--- src/rtl/cp0_if.sv ---
// cp0_if: M-stage <-> CP0 bus; master is the pipeline, slave is cp0_unit.
interface cp0_if;
  logic        we;
  logic [4:0]  addr;
  logic [31:0] wdata;
  logic [31:0] rdata;
  logic [31:0] vpc;
  logic        bd_in;
  logic [4:0]  exc_code_in;
  logic [5:0]  hw_int;
  logic        eret_in;
  logic        req;
  logic [31:0] epc_out;
  modport master (output we, addr, wdata, vpc, bd_in, exc_code_in, hw_int, eret_in,
                  input rdata, req, epc_out);
  modport slave  (input we, addr, wdata, vpc, bd_in, exc_code_in, hw_int, eret_in,
                  output rdata, req, epc_out);
endinterface

--- src/rtl/cp0_unit.sv ---
// cp0_unit: CP0 exception/interrupt controller (SR, Cause, EPC, PRId); redirects fetch via req.
// Optional CP0_EPC_BYPASS_EN forwards an in-flight mtc0 EPC straight to epc_out.
module cp0_unit #(
  parameter logic [31:0] PRID_VAL = 32'h0000_4341
) (
  input logic  clk,
  input logic  reset,
  cp0_if.slave bus
);
  logic [5:0]  r_im, r_ip;
  logic        r_exl, r_ie, r_bd;
  logic [4:0]  r_exc;
  logic [31:0] r_epc;
  logic        w_int_pend, w_exc_pend, w_req;
  logic [31:0] w_rdata;
  assign w_int_pend = |(bus.hw_int & r_im) & r_ie & ~r_exl;
  assign w_exc_pend = (bus.exc_code_in != 5'd0) & ~r_exl;
  assign w_req      = reset & (w_int_pend | w_exc_pend);
  assign bus.req    = w_req;
  always_comb begin
    w_rdata = bus.addr == 5'd12 ? {16'b0, r_im, 8'b0, r_exl, r_ie} :
              bus.addr == 5'd13 ? {r_bd, 15'b0, r_ip, 3'b0, r_exc, 2'b0} :
              bus.addr == 5'd14 ? r_epc :
              bus.addr == 5'd15 ? PRID_VAL : 32'b0;
  end
  assign bus.rdata = w_rdata;
`ifdef CP0_EPC_BYPASS_EN
  assign bus.epc_out = (bus.we && bus.addr == 5'd14 && !w_req) ? bus.wdata : r_epc;
`else
  assign bus.epc_out = r_epc;
`endif
  always_ff @(posedge clk or negedge reset) begin
    if (!reset) begin
      r_im  <= '0;
      r_exl <= 1'b0;
      r_ie  <= 1'b0;
      r_bd  <= 1'b0;
      r_ip  <= '0;
      r_exc <= '0;
      r_epc <= '0;
    end else begin
      r_ip <= bus.hw_int;
      if (w_req) begin
        r_exl <= 1'b1;
        r_bd  <= bus.bd_in;
        r_exc <= w_int_pend ? 5'd0 : bus.exc_code_in;
        r_epc <= bus.bd_in ? bus.vpc - 32'd4 : bus.vpc;
      end else begin
        if (bus.we && bus.addr == 5'd12) begin
          r_im  <= bus.wdata[15:10];
          r_exl <= bus.wdata[1];
          r_ie  <= bus.wdata[0];
        end
        // eret must override any EXL value written by a same-cycle mtc0 SR
        if (bus.eret_in) r_exl <= 1'b0;
        if (bus.we && bus.addr == 5'd14) r_epc <= bus.wdata;
      end
    end
  end
endmodule

--- src/flat_wrapper.sv ---
// flat-port wrapper written by rule: the top's interface ports become plain ports
module cp0_unit_flat 
#(
  parameter logic [31:0] PRID_VAL = 32'h0000_4341
)
  (clk, reset, bus_we, bus_addr, bus_wdata, bus_vpc, bus_bd_in, bus_exc_code_in, bus_hw_int, bus_eret_in, bus_rdata, bus_req, bus_epc_out);
  cp0_if bus_i ();
  input logic clk;
  input logic reset;
  input wire logic [$bits(bus_i.we)-1:0] bus_we;
  input wire logic [$bits(bus_i.addr)-1:0] bus_addr;
  input wire logic [$bits(bus_i.wdata)-1:0] bus_wdata;
  input wire logic [$bits(bus_i.vpc)-1:0] bus_vpc;
  input wire logic [$bits(bus_i.bd_in)-1:0] bus_bd_in;
  input wire logic [$bits(bus_i.exc_code_in)-1:0] bus_exc_code_in;
  input wire logic [$bits(bus_i.hw_int)-1:0] bus_hw_int;
  input wire logic [$bits(bus_i.eret_in)-1:0] bus_eret_in;
  output wire logic [$bits(bus_i.rdata)-1:0] bus_rdata;
  output wire logic [$bits(bus_i.req)-1:0] bus_req;
  output wire logic [$bits(bus_i.epc_out)-1:0] bus_epc_out;
  assign bus_i.we = bus_we;
  assign bus_i.addr = bus_addr;
  assign bus_i.wdata = bus_wdata;
  assign bus_i.vpc = bus_vpc;
  assign bus_i.bd_in = bus_bd_in;
  assign bus_i.exc_code_in = bus_exc_code_in;
  assign bus_i.hw_int = bus_hw_int;
  assign bus_i.eret_in = bus_eret_in;
  assign bus_rdata = bus_i.rdata;
  assign bus_req = bus_i.req;
  assign bus_epc_out = bus_i.epc_out;
  cp0_unit #(.PRID_VAL(PRID_VAL)) u_core (.clk(clk), .reset(reset), .bus(bus_i));
endmodule
--- config.mk ---
export PLATFORM = sky130hd
export DESIGN_NAME = cp0_unit_flat
export DESIGN_NICKNAME = d
export VERILOG_FILES = /design/src/rtl/cp0_if.sv /design/src/rtl/cp0_unit.sv /design/src/flat_wrapper.sv
export SDC_FILE = /design/constraint.sdc
export NUM_CORES = 1
export LEC_CHECK = 0
export CAP_MARGIN = 5
export CORE_MARGIN = 10
export CORE_UTILIZATION = 46
export DETAILED_ROUTE_END_ITERATION = 7
export GPL_TIMING_DRIVEN = 0
export PLACE_DENSITY = 0.84
export SLEW_MARGIN = 20
export SYNTH_ARGS = -nofsm -noshare
export SYNTH_HDL_FRONTEND = slang
export SYNTH_SLANG_ARGS = --single-unit
--- constraint.sdc ---
create_clock -name clk -period 4.7 [get_ports clk]
set_clock_uncertainty 0.05 [all_clocks]
set_input_delay 1.41 -clock clk [delete_from_list [all_inputs] [get_ports clk]]
set_output_delay 1.41 -clock clk [all_outputs]
set_load 0.02 [all_outputs]
==> impl_metrics.tcl <==
set metrics [dict create \
    grtUsageTotal 0.212 \
    ios 150 \
    vdd_ir_drop_max_mv 0.183 \
    hold_buffers 0 \
    grt_overflow 0 \
    leakagePower_nw 2.20 \
    cp_data_required_time_ps 3240 \
    final_common_cell "clkdlybuf4s50_1" \
    io_buffers 149 \
    grt_max_degree 55 \
    endpoint_kind "output pin" \
    synth_nets 454 \
    die_w_um 105 \
    cts_max_level 2 \
    p_clk_frac 0.215 \
    grt_pass1_vias 3497 \
    relSlewSlack 0.455 \
    drv_cap 0 \
    switching_share 0.347 \
    cpMaxStageDelayCell "clkdlybuf4s50_1" \
    yosysSeqAreaShare 0.393 \
    yosysWarnings 0 \
    cp-startpoint "bus_hw_int[0]" \
    drv_slew 0 \
    hold_viol 0 \
    power_frac_seq 0.402 \
    postSynthAreaPerCell_um2 9.00 \
    routabilityCongestion 0.898 \
    antenna_left 0 \
    die_area_mm2 0.0110 \
    fin_ws_ps 71.7 \
    status "finished clean" \
    row_count 30 \
    p_int_uw 996 \
    switchingPower_uw 528 \
    finalSetupViolCount 0 \
    cts_tree "done" \
    final_cell_mix "clkdlybuf4s50_1 (119), dfrtp_1 (52), nor2_1 (32), nand2_1 (32), a21oi_1 (27)" \
    drt_iter0_drc 165 \
    combPwrFrac 0.384 \
    dp_hpwl_um 9720 \
    min_path_type "flop to flop" \
    utilization 0.735 \
    fin_nets 612 \
    clock-root-buffer "clkbuf_8" \
    worstSetupPathType "input pin to output pin" \
    path_cells "clkdlybuf4s50_1 -> a22o_1 -> o31ai_4 -> a31o_4 -> inv_2 -> clkbuf_8 -> clkdlybuf4s15_2" \
    synth_area_mm2 0.00331 \
    drt-total-wl_um 12400 \
    clock-sinks 52 \
    clk_pin_slew_ps 110 \
    vias 3472 \
    synth_cell_types 50 \
    die_y_um 105 \
    drive_gt1_frac 0.0930 \
    antenna_found_initial 0 \
    period_minus_slack_ps 4630 \
    rr_worst_depth 8 \
    cts_buffers 5 \
    fmax_mhz 216 \
    hold_start "u_core.r_exc[0]" \
    diodes 0 \
    rrSetupSlack_ps 2540 \
    ys_ff_latch 52 \
    crit_path_end "bus_req" \
    drc 0 \
    synth_edf_count 0 \
    place_area_mm2 0.00492 \
    grt_pass1_wl_um 19200 \
    r2r-start "u_core.r_im[3]" \
    reg2reg_to "u_core.bus.epc_out[26]" \
    n_fill_cell 557 \
    fin_area_mm2 0.00508 \
    worstMarginPinSlew_ps 818 \
    cts_buffer_depth 2 \
    ys_async_sr_fraction 1.00 \
    worst_setup_path_start_kind "input pin" \
    clock_latency_ps 310 \
    rsz0062_at_grt "false" \
    arrival_ps 3170 \
    start_util 0.480 \
    pre_cts_ws_ps -665 \
    critPathMaxFanout 19 \
    via_per_inst 5.57 \
    p_total_mw 1.52 \
    coreArea_mm2 0.00691 \
    first_pass_iters 4 \
    fin_crit_sh 0.985 \
    p_per_area_mw_per_mm2 300 \
    cpPeakStageDelay_ps 440 \
    netlist_instances 368 \
    wl_per_cell_um 19.9 \
    areaGrowthSynthToFinish_pct 53.2 \
    fin_tns_setup_ps 0 \
    synthFlopType "dfrtp_1" \
]
[sequential cells by signal, summed over array words and instances, names as in the netlist]
| name | flops |
|---|---|
| u_core.r_ie | 1 |
| u_core.r_exc | 5 |
| u_core.r_bd | 1 |
| u_core.r_ip | 6 |
| u_core.r_exl | 1 |
| u_core.r_im | 6 |
| u_core.bus.epc_out | 32 |
[cell usage after synthesis, types with 2 or more instances]
cell type,number,area share
dfrtp_1,52,0.39
nand2_1,32,0.036
nor2_1,32,0.036
a21oi_1,27,0.041
nor2b_1,22,0.042
a211oi_1,21,0.048
mux2i_1,18,0.054
and3_1,17,0.032
xor2_1,17,0.045
o21ai_0,15,0.023
nor3_1,14,0.021
clkbuf_1,13,0.015
xnor2_1,10,0.026
mux2_2,8,0.027
nand4_1,7,0.013
nand3_1,6,0.0091
a22oi_1,5,0.011
or3_1,5,0.0094
a22o_1,3,0.0079
buf_2,3,0.0045
inv_1,3,0.0034
nor4_1,3,0.0057
and2_1,2,0.0038
buf_1,2,0.0023
clkbuf_8,2,0.0083
nand2b_1,2,0.0038
nand3b_1,2,0.0045
nand4b_1,2,0.0053
nor3_4,2,0.0098
[metal layers]
metal,vias to the layer above,GRT usage,part of all wire
li1,1638,-,-
met1,1674,0.267,0.43
met2,153,0.355,0.48
met3,7,0.0627,0.087
met4,0,0.0343,0.0073
met5,-,0,0
[area by class of cell]
class | count | area, um2 | share of cell area
inverter | 4 | 15.0 | 0.00296
multi-input combinational | 289 | 1880 | 0.371
tap | 96 | 120 | 0.0237
clock inverter | 3 | 46.3 | 0.00912
sequential | 52 | 1300 | 0.256
clock buffer | 5 | 68.8 | 0.0136
timing repair buffer | 153 | 1510 | 0.297
buffer | 21 | 133 | 0.0261
[logic make-up (layout without fill, tap and decap cells)]
kind of cell,after synthesis,in the layout,share of synthesized area
flops,52,52,0.393
buf+inv,27,186,0.0415
compound gates,78,78,0.150
simple gates,157,157,0.259
fa+ha+maj,1,1,0.00378
xor+xnor,27,27,0.0714
mux,26,26,0.0816
[worst max-delay path, delay by kind of cell]
| family | cells | cell delay [ps] |
|---|---|---|
| AOI/OAI and AO/OA | 3 | 800 |
| buffers and inverters | 4 | 950 |
[worst min path at each step]
| stage | endpoint | depth (start not counted) |
|---|---|---|
| after floorplan | u_core.r_exc[4] | 2 |
| after global placement | u_core.r_exc[1] | 2 |
| after detailed placement | u_core.r_exc[2] | 2 |
| after CTS | u_core.r_exc[2] | 2 |
| after global routing | u_core.r_exc[2] | 2 |
| final | u_core.r_exc[0] | 2 |
[power by group through the flow]
| stage | sequential (mW) | combinational, mW | clock [mW] |
|---|---|---|---|
| final | 0.612 | 0.585 | 0.327 |
| after global routing | 0.624 | 0.629 | 0.345 |
| after CTS | 0.612 | 0.586 | 0.328 |
| after detailed placement | 0.619 | 0.581 | 0 |
| after global placement | 0.614 | 0.570 | 0 |
| after floorplan | 0.679 | 0.208 | 0 |
[per-stage QoR]
stage	instances	hold WS [ps]
2_1_floorplan	368	389
3_3_place_gp	613	401
3_5_place_dp	613	407
4_1_cts	621	429
5_1_grt	623	452
6_report	623	433
[repair_timing]
action / 4_1_cts / 5_1_grt
pin swaps: 1 / 1
setup buffers: 2 / 2
setup endpoints to repair: 27 / 20
resized for setup: 35 / 11
cloned: 0 / 0
Note: power is estimated with default switching activity, not from simulation.
